[config.mk]
export PLATFORM = sky130hd
export DESIGN_NAME = regfile_wb_arbiter
export DESIGN_NICKNAME = d
export VERILOG_FILES = /design/src/rtl/regfile_wb_arbiter_pkg.sv /design/src/rtl/regfile_wb_arbiter_fifo.sv /design/src/rtl/regfile_wb_arbiter.sv
export SDC_FILE = /design/constraint.sdc
export NUM_CORES = 1
export LEC_CHECK = 0
export CAP_MARGIN = 0
export CORE_MARGIN = 2
export CORE_UTILIZATION = 35
export CTS_BUF_LIST = sky130_fd_sc_hd__clkbuf_16
export DETAILED_ROUTE_END_ITERATION = 8
export RECOVER_POWER = 50
export SLEW_MARGIN = 20
export SYNTH_ARGS = -nofsm -noshare
export SYNTH_HDL_FRONTEND = slang
export SYNTH_SLANG_ARGS = --single-unit
[constraint.sdc]
create_clock -name clk -period 3.6 [get_ports clk]
set_clock_uncertainty 0.15 [all_clocks]
set_input_delay 0.9 -clock clk [delete_from_list [all_inputs] [get_ports clk]]
set_output_delay 0.9 -clock clk [all_outputs]
set_load 0.02 [all_outputs]
[src/rtl/regfile_wb_arbiter_pkg.sv]
// Shared definitions for the register-file write-port arbiter.
// Provides the active-low reset level, register bus types, the LLU result
// entry width helper and the write-port grant encoding.
package regfile_wb_arbiter_pkg;

  localparam logic RstEnable = 1'b0;

  localparam int unsigned REG_ADDR_W = 5;
  localparam int unsigned REG_DATA_W = 32;

  typedef logic [REG_ADDR_W-1:0] reg_addr_bus_t;
  typedef logic [REG_DATA_W-1:0] reg_bus_t;

  typedef enum logic [1:0] {
    GNT_NONE,
    GNT_WB,
    GNT_FIFO
  } grant_e;

  // Width of one buffered LLU result: {waddr, wdata}
  function automatic int unsigned fifo_entry_w(input int unsigned aw, input int unsigned dw);
    return aw + dw;
  endfunction

endpackage

[src/rtl/regfile_wb_arbiter_fifo.sv]
// rf_result_fifo: synchronous FIFO buffering LLU results for the register
// file write port. Occupancy count, push/pop, no write-to-read bypass.
// Synchronous active-low reset. DEPTH must be a power of two >= 2.
module rf_result_fifo
  import regfile_wb_arbiter_pkg::*;
#(
  parameter int unsigned W     = 37,
  parameter int unsigned DEPTH = 2
) (
  input  logic                       clk,
  input  logic                       rst,
  input  logic                       push,
  input  logic [W-1:0]               din,
  input  logic                       pop,
  output logic [W-1:0]               dout,
  output logic [$clog2(DEPTH):0]     count,
  output logic                       empty,
  output logic                       full
);

  localparam int unsigned PTR_W = $clog2(DEPTH);
  localparam int unsigned CNT_W = PTR_W + 1;

  logic [W-1:0]     mem [DEPTH];
  logic [PTR_W-1:0] wr_ptr;
  logic [PTR_W-1:0] rd_ptr;
  logic             do_push;
  logic             do_pop;

  assign empty   = (count == '0);
  assign full    = (count == CNT_W'(DEPTH));
  assign do_push = push && !full;
  assign do_pop  = pop && !empty;
  assign dout    = mem[rd_ptr];

  // Storage write; contents need no reset since count gates visibility
  always_ff @(posedge clk) begin
    if (do_push) mem[wr_ptr] <= din;
  end

  // Pointers wrap naturally at the power-of-two depth
  always_ff @(posedge clk) begin
    if (rst == RstEnable) begin
      wr_ptr <= '0;
      rd_ptr <= '0;
      count  <= '0;
    end else begin
      if (do_push) wr_ptr <= wr_ptr + PTR_W'(1);
      if (do_pop)  rd_ptr <= rd_ptr + PTR_W'(1);
      unique case ({do_push, do_pop})
        2'b10:   count <= count + CNT_W'(1);
        2'b01:   count <= count - CNT_W'(1);
        default: count <= count;
      endcase
    end
  end

endmodule

[src/rtl/regfile_wb_arbiter.sv]
// regfile_wb_arbiter: shares the register-file write port between the WB
// stage (fixed priority) and buffered long-latency-unit results. Tracks
// pending LLU destinations in a scoreboard for RAW stalls toward ID and
// requests a pipeline bubble when LLU results starve behind WB.
// Optional macro RF_ARB_SB_BYPASS_EN: raw_stall ignores the scoreboard bit
// of the register being written from the FIFO head this cycle.
module regfile_wb_arbiter
  import regfile_wb_arbiter_pkg::*;
#(
  parameter int unsigned DATA_W       = REG_DATA_W,
  parameter int unsigned ADDR_W       = REG_ADDR_W,
  parameter int unsigned REG_NUM      = 2**ADDR_W,
  parameter int unsigned FIFO_DEPTH   = 2,
  parameter int unsigned STARVE_LIMIT = 4
) (
  input  logic                          clk,
  input  logic                          rst,
  input  logic                          wb_we,
  input  logic [ADDR_W-1:0]             wb_waddr,
  input  logic [DATA_W-1:0]             wb_wdata,
  input  logic                          llu_valid,
  output logic                          llu_ready,
  input  logic [ADDR_W-1:0]             llu_waddr,
  input  logic [DATA_W-1:0]             llu_wdata,
  input  logic                          iss_valid,
  input  logic [ADDR_W-1:0]             iss_waddr,
  input  logic                          rd_re1,
  input  logic [ADDR_W-1:0]             rd_raddr1,
  input  logic                          rd_re2,
  input  logic [ADDR_W-1:0]             rd_raddr2,
  output logic                          rf_we,
  output logic [ADDR_W-1:0]             rf_waddr,
  output logic [DATA_W-1:0]             rf_wdata,
  output logic                          raw_stall,
  output logic                          pipe_stall_req,
  output logic [$clog2(FIFO_DEPTH):0]   fifo_count
);

  localparam int unsigned ENTRY_W = fifo_entry_w(ADDR_W, DATA_W);
  localparam int unsigned CNT_W   = $clog2(FIFO_DEPTH) + 1;
  localparam int unsigned SC_W    = $clog2(STARVE_LIMIT + 1);

  logic               run;
  logic               push;
  logic               pop;
  logic               empty;
  logic               full;
  logic [ENTRY_W-1:0] head;
  logic [CNT_W-1:0]   count;
  logic [ADDR_W-1:0]  head_addr;
  logic [DATA_W-1:0]  head_data;
  logic [REG_NUM-1:0] sb;
  logic [REG_NUM-1:0] sb_view;
  logic [REG_NUM-1:0] set_mask;
  logic [REG_NUM-1:0] clr_mask;
  logic [SC_W-1:0]    starve;
  grant_e             grant;

  assign run                    = (rst != RstEnable);
  assign {head_addr, head_data} = head;
  assign llu_ready              = run && !full;
  assign push                   = llu_valid && llu_ready;
  assign fifo_count             = run ? count : '0;

  rf_result_fifo #(
    .W     (ENTRY_W),
    .DEPTH (FIFO_DEPTH)
  ) u_fifo (
    .clk   (clk),
    .rst   (rst),
    .push  (push),
    .din   ({llu_waddr, llu_wdata}),
    .pop   (pop),
    .dout  (head),
    .count (count),
    .empty (empty),
    .full  (full)
  );

  // Fixed-priority grant: WB cannot be back-pressured, FIFO fills idle slots
  always_comb begin
    grant = GNT_NONE;
    if (run && wb_we)       grant = GNT_WB;
    else if (run && !empty) grant = GNT_FIFO;
  end

  // Drive the write port; an r0 head still pops but suppresses the write
  always_comb begin
    rf_we    = 1'b0;
    rf_waddr = '0;
    rf_wdata = '0;
    pop      = 1'b0;
    unique case (grant)
      GNT_WB: begin
        rf_we    = 1'b1;
        rf_waddr = wb_waddr;
        rf_wdata = wb_wdata;
      end
      GNT_FIFO: begin
        pop      = 1'b1;
        rf_we    = (head_addr != '0);
        rf_waddr = head_addr;
        rf_wdata = head_data;
      end
      default: ;
    endcase
  end

  // Scoreboard update masks; r0 is never marked pending
  always_comb begin
    set_mask = '0;
    clr_mask = '0;
    if (iss_valid && iss_waddr != '0) set_mask = REG_NUM'(1) << iss_waddr;
    if (pop)                          clr_mask = REG_NUM'(1) << head_addr;
  end

  // Pending-destination scoreboard; applying set after clear makes set win
  always_ff @(posedge clk) begin
    if (!run) sb <= '0;
    else      sb <= (sb & ~clr_mask) | set_mask;
  end

  // Scoreboard as seen by the RAW check this cycle
  always_comb begin
    sb_view = sb;
`ifdef RF_ARB_SB_BYPASS_EN
    if (pop) sb_view[head_addr] = 1'b0;
`endif
  end

  assign raw_stall = run && ((rd_re1 && sb_view[rd_raddr1]) ||
                             (rd_re2 && sb_view[rd_raddr2]));

  // Starvation counter: request fires as the count would reach LIMIT-1, then restarts
  always_ff @(posedge clk) begin
    if (!run) begin
      starve         <= '0;
      pipe_stall_req <= 1'b0;
    end else if (wb_we && !empty) begin
      if (32'(starve) + 32'd1 >= STARVE_LIMIT - 32'd1) begin
        starve         <= '0;
        pipe_stall_req <= 1'b1;
      end else begin
        starve         <= starve + SC_W'(1);
        pipe_stall_req <= 1'b0;
      end
    end else begin
      starve         <= '0;
      pipe_stall_req <= 1'b0;
    end
  end

endmodule

==> flow_summary_export.csv, run 1 <==
group,metric,value,unit
outcome,status,"complete, no violations",
route,met1Wirelength,6042,µm
worst_setup_path,r2r-end,"u_fifo.count[1]",
yosys,synth_area_leaders,"edfxtp_1 41%, dfxtp_1 15%, mux2i_1 8.3%",
route,wl_met3,1052,µm
timing,period_needed,3.545,ns
route,top_layer,"met5",
floorplan,die_w,128.5,µm
route,firstDrtPassIters,5,
route,postRouteAntennaNets,0,
yosys,ys_ff_latch,115,
route,drc,0,
pwr,powerDensity,458.0,mW/mm²
floorplan,die-area,0.01652,mm²
grt,grt.total_usage,0.1675,
hold_path,min_to,"starve[0]",
clock_network,clk_pin_slew,0.05,ns
clock_network,root_buffer,"clkbuf_16",
yosys,synthCells,467,
pwr,leakage,2.754,nW
worst_setup_path,worst_setup_path_end_kind,"output pin",
final_layout,regArea,0.003044,mm²
worst_setup_path,crit_required,2.55,ns
worst_setup_path,regToRegStartpoint,"u_fifo.count[0]",
worst_setup_path,cp_cell_sequence,"clkdlybuf4s50_1, nand2b_1, or2_2, buf_12, o21ai_0, clkdlybuf4s15_2",
timing,finalMaxSlewViolations,0,
place,place_congestion,0.8849,
yosys,synth_top_area_cell,"edfxtp_1",
timing,fmax,282.1,MHz
grt,first_global_vias,4305,
worst_setup_path,rrSetupSlack,1.39,ns
final_layout,fillerInstances,1410,
clock_network,post_cts.repair.setup_buffers,0,
worst_setup_path,critical_path_class,"in -> out",
floorplan,initial_core_util,0.3570,
pwr,finalPower,0.003453,W
yosys,syn_nets,565,
yosys,avgSynthCellArea,11.62,µm²
worst_setup_path,cp_max_fo,32,
yosys,ys_types,47,
place,dp_cells,792,
yosys,synth_top_area_share,0.4095,
yosys,synth_flop_cell,"edfxtp_1",
grt,grt-ovfl-total,0,
timing,max-slew-margin-rel,0.4274,
worst_setup_path,cp.arrival,2.49,ns
timing,rsz0062_at_grt,"false",
timing,setup_viol,0,
final_layout,multi_input_area,0.002222,mm²
final_layout,fin_cells,827,
final_layout,layout.nets,721,
pwr,ir_drop,0.2360,mV
yosys,ys_async_sr_fraction,0,
final_layout,layout-drive-gt1-share,0.1619,
floorplan,io_pins,139,
yosys,ys_warn_count,0,
clock_network,cts_tree,"done",
timing,tightest_slew,0.8590,ns
floorplan,rows,45,
timing,hold_viol_final,0,
worst_setup_path,r2r_cells,7,
floorplan,die_h,128.5,µm
route,wl_per_cell,16.54,µm
final_layout,syn2layout_area_growth,38.94,%
yosys,yosysSeqAreaShare,0.5608,
route,vias_per_cell,5.104,
place,dp_hpwl,10030,µm
route,drt_wl_total,13680,µm
yosys,syn_area,0.005426,mm²
floorplan,core_area,0.01520,mm²
worst_setup_path,cp_slowest_cell,"clkdlybuf4s50_1",
grt,grt_pass1_wl,21220,µm
hold_path,hold_class,"reg -> reg",
grt,antenna_found_initial,5,
timing,fin_crit_sh,0.9847,
hold_path,hp-start,"starve[0]",
run,cap_violations,0,
clock_network,clk_path_buf_depth,2,
clock_network,htreeDepth,4,
place,io_buffers,138,
hold_path,whs_path_depth,1,
yosys,synthTopCellsByCount,"79 x nand2_1, 74 x edfxtp_1, 68 x o21ai_0",
clock_network,clock_latency,0.41,ns
grt,grt_max_degree,38,
route,met2_length,6343,µm
clock_network,cts_buffers,17,
route,drtIter0Drc,190,
worst_setup_path,start_kind,"primary input",
yosys,synth_edf_count,74,
clock_network,numClockSinks,115,
route,via_count,4221,
worst_setup_path,cp_slowest_stage_delay,0.41,ns
yosys,yosysMostFrequentCell,"nand2_1",
## repair_timing
item | 4_1_cts | 5_1_grt
pin swaps | 0 | 0
hold buffers | 0 | 0
gates resized for setup | 144 | 44
endpoints found under the setup margin | 39 | 32
## stage by stage
step | TNS, ns | hold slack [ns] | cell area, µm² | setup WS, ns | util
after CTS | 0 | 0.2931 | 7722 | 0.003230 | 0.5080
final | 0 | 0.2952 | 7540 | 0.05518 | 0.4960
after global placement | -12.55 | 0.2638 | 7176 | -0.5797 | 0.4720
after detailed placement | -12.04 | 0.2859 | 7176 | -0.6128 | 0.4720
after floorplan | 0 | 0.2553 | 5429 | 0.3137 | -
after global routing | 0 | 0.3059 | 7537 | 0.003614 | 0.4958
## routing by layer
| metal | global-route usage | vias to the layer above |
|---|---|---|
| met5 | 0 | - |
| met3 | 0.05322 | 22 |
| met4 | 0.06458 | 4 |
| li1 | - | 2048 |
| met2 | 0.2760 | 158 |
| met1 | 0.2065 | 1989 |
## area by class of cell
class	instances	area share
multi-input combinational	320	0.2947
sequential	115	0.4038
antenna	3	0.0009957
clock buffer	18	0.05974
inverter	6	0.002987
timing repair buffer	163	0.1938
tap	188	0.03120
clock inverter	14	0.01278
## flip-flops by register name (all words and copies together) (netlist names), named ones only
| name | flops |
|---|---|
| u_fifo.mem | 74 |
| u_fifo.rd_ptr | 1 |
| u_fifo.count | 2 |
| pipe_stall_req | 1 |
| sb | 32 |
| starve | 3 |
| u_fifo.wr_ptr | 1 |
## worst max-delay path, delay by kind of cell
kind,cells,cell delay (ns)
compound gates,1,0.16
buf+inv,3,0.87
simple gates,2,0.55
## how the worst max path moves through the flow
stage / from / endpoint / cells after the start
3_5_place_dp: rd_raddr1[0] / raw_stall / 7
5_1_grt: wb_we / rf_wdata[22] / 6
3_3_place_gp: rd_raddr1[0] / raw_stall / 7
4_1_cts: wb_we / rf_waddr[2] / 6
6_report: wb_we / rf_wdata[28] / 6
2_1_floorplan: rst / u_fifo.mem[0][0] / 3
## where the power goes
| part | internal, W | leakage (nW) | switching, W | total (W) |
|---|---|---|---|---|
| logic | 0.000214 | 1.46 | 0.000226 | 0.000439 |
| clock network | 0.000968 | 0.279 | 0.000570 | 0.00154 |
| registers | 0.00145 | 1.01 | 0.0000226 | 0.00148 |
## cells in the final DEF (no fill, tap or decap), types with 3 or more instances in the layout
cell type and n:
clkbuf_16 18, and2_0 4, nor2b_1 4, edfxtp_1 74, and2_1 6, o21ai_0 67, dlygate4sd3_1 38, a21oi_1 5
nor2_1 17, mux4_2 7, clkinvlp_4 3, dfxtp_1 40, dlymetal6s2s_1 3, nor3_1 5, mux4_1 8, clkbuf_2 5
buf_12 6, buf_4 16, buf_2 30, dlygate4sd2_1 5, nand2b_1 6, clkbuf_1 3, inv_1 9, clkdlybuf4s50_1 54
a21boi_0 32, mux2i_1 45, xnor2_1 3, nand2_1 79, diode_2 3, clkinv_2 3
## cell families after synthesis
| logic type | count (synthesis) | share of synthesized area |
|---|---|---|
| muxes | 62 | 0.1549 |
| AOI/OAI and AO/OA | 123 | 0.1393 |
| xor gates and xnor gates | 3 | 0.004843 |
| buffers and inverters | 32 | 0.02997 |
| and+or+nand+nor | 130 | 0.1056 |
| adders and majority gates | 2 | 0.004611 |
| DFF | 115 | 0.5608 |
Power figures use the tool's default switching activity.
==> run 2: changes to the inputs <==
==> constraint.sdc (replaced) <==
create_clock -name clk -period 3.6 [get_ports clk]
set_clock_uncertainty 0.15 [all_clocks]
set_input_delay 0.72 -clock clk [delete_from_list [all_inputs] [get_ports clk]]
set_output_delay 0.72 -clock clk [all_outputs]
set_load 0.02 [all_outputs]
==> run 2 against run 1 <==
Non-clock buffer count shrank 4. Combinational power grew 4%. Clock-buffer cell count shrank 1. Total power is essentially flat. Clock power is essentially flat. Highest routed layer unchanged.
==> flow_summary_export.csv, run 2 (synthesized netlist as in run 1, its figures left out) <==
group,metric,value,unit
clock_network,cts_tree,"done",
worst_setup_path,crit_top_cell,"mux2i_1",
final_layout,fillerInstances,1404,
floorplan,initial_core_util,0.3570,
worst_setup_path,cp.arrival,2.63,ns
run,cap_violations,0,
worst_setup_path,critical_path_class,"in -> out",
clock_network,ctsHoldBuffers,0,
grt,antenna_found_initial,4,
pwr,finalPower,0.003456,W
timing,finalMaxSlewViolations,0,
route,firstDrtPassIters,6,
final_layout,layout-drive-gt1-share,0.09019,
route,drtIter0Drc,237,
place,place_congestion,0.8855,
final_layout,layout_commonest_cell,"nand2_1",
route,wl_per_cell,16.64,µm
hold_path,hold_class,"reg -> reg",
floorplan,die_h,128.5,µm
worst_setup_path,r2r_cells,5,
place,dp_hpwl,10030,µm
hold_path,hp-start,"starve[0]",
timing,setup_viol,0,
route,vias_per_cell,5.113,
route,drc,0,
clock_network,clk_path_buf_depth,2,
route,drt_wl_total,13690,µm
timing,period_needed,3.497,ns
final_layout,layout_common_cells,"79 x nand2_1, 74 x edfxtp_1, 68 x o21ai_0, 62 x clkdlybuf4s50_1, 45 x mux2i_1",
grt,grt.total_usage,0.1728,
floorplan,die-area,0.01652,mm²
place,io_buffers,138,
outcome,status,"complete, no violations",
worst_setup_path,cp_slowest_stage_delay,0.51,ns
route,postRouteAntennaNets,0,
clock_network,cts_buffers,17,
final_layout,top_regs,"u_fifo.mem x74, sb x32, starve x3",
clock_network,htreeDepth,4,
final_layout,fin_cells,823,
final_layout,layout.nets,717,
floorplan,rows,45,
timing,tightest_slew,0.8493,ns
timing,fin_crit_sh,0.9713,
hold_path,min_to,"starve[0]",
grt,grt_pass1_wl,21670,µm
timing,max-slew-margin-rel,0.4338,
clock_network,numClockSinks,115,
floorplan,core_area,0.01520,mm²
worst_setup_path,cp_cell_sequence,"clkdlybuf4s50_1, buf_4, mux4_2, mux2i_1, a21oi_1, mux2i_1, o21ai_1, dlygate4sd2_1",
worst_setup_path,worst_setup_path_end_kind,"output pin",
clock_network,clk_pin_slew,0.05,ns
worst_setup_path,rrSetupSlack,1.29,ns
worst_setup_path,start_kind,"primary input",
floorplan,die_w,128.5,µm
clock_network,root_buffer,"clkbuf_16",
final_layout,syn2layout_area_growth,42.61,%
grt,first_global_vias,4288,
grt,grt_max_degree,39,
pwr,ir_drop,0.2333,mV
pwr,powerDensity,446.6,mW/mm²
worst_setup_path,crit_required,2.73,ns
worst_setup_path,r2r-end,"sb[15]",
timing,hold_viol_final,0,
route,via_count,4208,
timing,tns,0,ns
grt,grt-ovfl-total,0,
worst_setup_path,cp_slowest_cell,"mux4_2",
final_layout,largest_reg_flops,74,
timing,rsz0062_at_grt,"false",
place,dp_cells,788,
timing,fmax,286.0,MHz
hold_path,whs_path_depth,1,
pwr,leakage,3.113,nW
floorplan,io_pins,139,
clock_network,clock_latency,0.41,ns
worst_setup_path,cp_max_fo,5,
final_layout,largest-register,"u_fifo.mem",
==> run 2: metrics by stage <==
stage	hold WS (ns)	util	cell area, µm²	setup WS [ns]
floorplan	0.2553	-	5429	0.4937
global placement	0.2636	0.4709	7158	-0.2237
detailed placement	0.2794	0.4709	7158	-0.2570
CTS	0.2880	0.5054	7684	0.0005065
global route	0.3087	0.5089	7736	0.002525
finish	0.2855	0.5091	7739	0.1034
==> run 2: layer usage <==
metal,GRT usage,part of all wire,vias to the layer above
met3,0.06653,0.082,20
met4,0.06010,0.013,2
li1,-,-,2044
met1,0.2206,0.43,1979
met2,0.2703,0.47,163
met5,0,0.00095,-
==> run 2: worst max-delay path by stage <==
stage	start	end	slack, ns	cells past startpoint
6_report	rd_raddr2[0]	raw_stall	0.10	8
5_1_grt	rd_raddr2[0]	raw_stall	0.003	6
4_1_cts	wb_we	rf_wdata[16]	0.0005	6
3_5_place_dp	rd_raddr1[0]	raw_stall	-0.26	7
3_3_place_gp	rd_raddr1[0]	raw_stall	-0.22	7
2_1_floorplan	rst	u_fifo.mem[0][0]	0.49	3
==> run 2: critical path, delay by kind of cell <==
family                 cells  cell delay (ns)
buffers and inverters      3             0.95
muxes                      3             0.79
AOI/OAI and AO/OA          2             0.15
==> run 2: final cells by class <==
type / instances / area, µm² / area share
flip-flops and latches: 115 / 3044 / 0.3934
multi-input cells: 320 / 2223 / 0.2873
repair buffers: 159 / 1665 / 0.2152
clock buffers: 17 / 425.4 / 0.05497
well taps: 188 / 235.2 / 0.03040
clock inverters: 15 / 115.1 / 0.01487
inverters: 6 / 22.52 / 0.002910
diodes: 3 / 7.507 / 0.0009701
==> run 2: report_power, final <==
part	switching, W	total [W]	internal [W]
clock	0.000536	0.00152	0.000985
sequential	0.0000242	0.00148	0.00145
combinational	0.000224	0.000457	0.000233
==> run 2: timing repair <==
action                                  4_1_cts  5_1_grt
gates cloned                                  0        0
buffers inserted                              0        0
gates resized for setup                      12       29
endpoints found under the setup margin       11       27
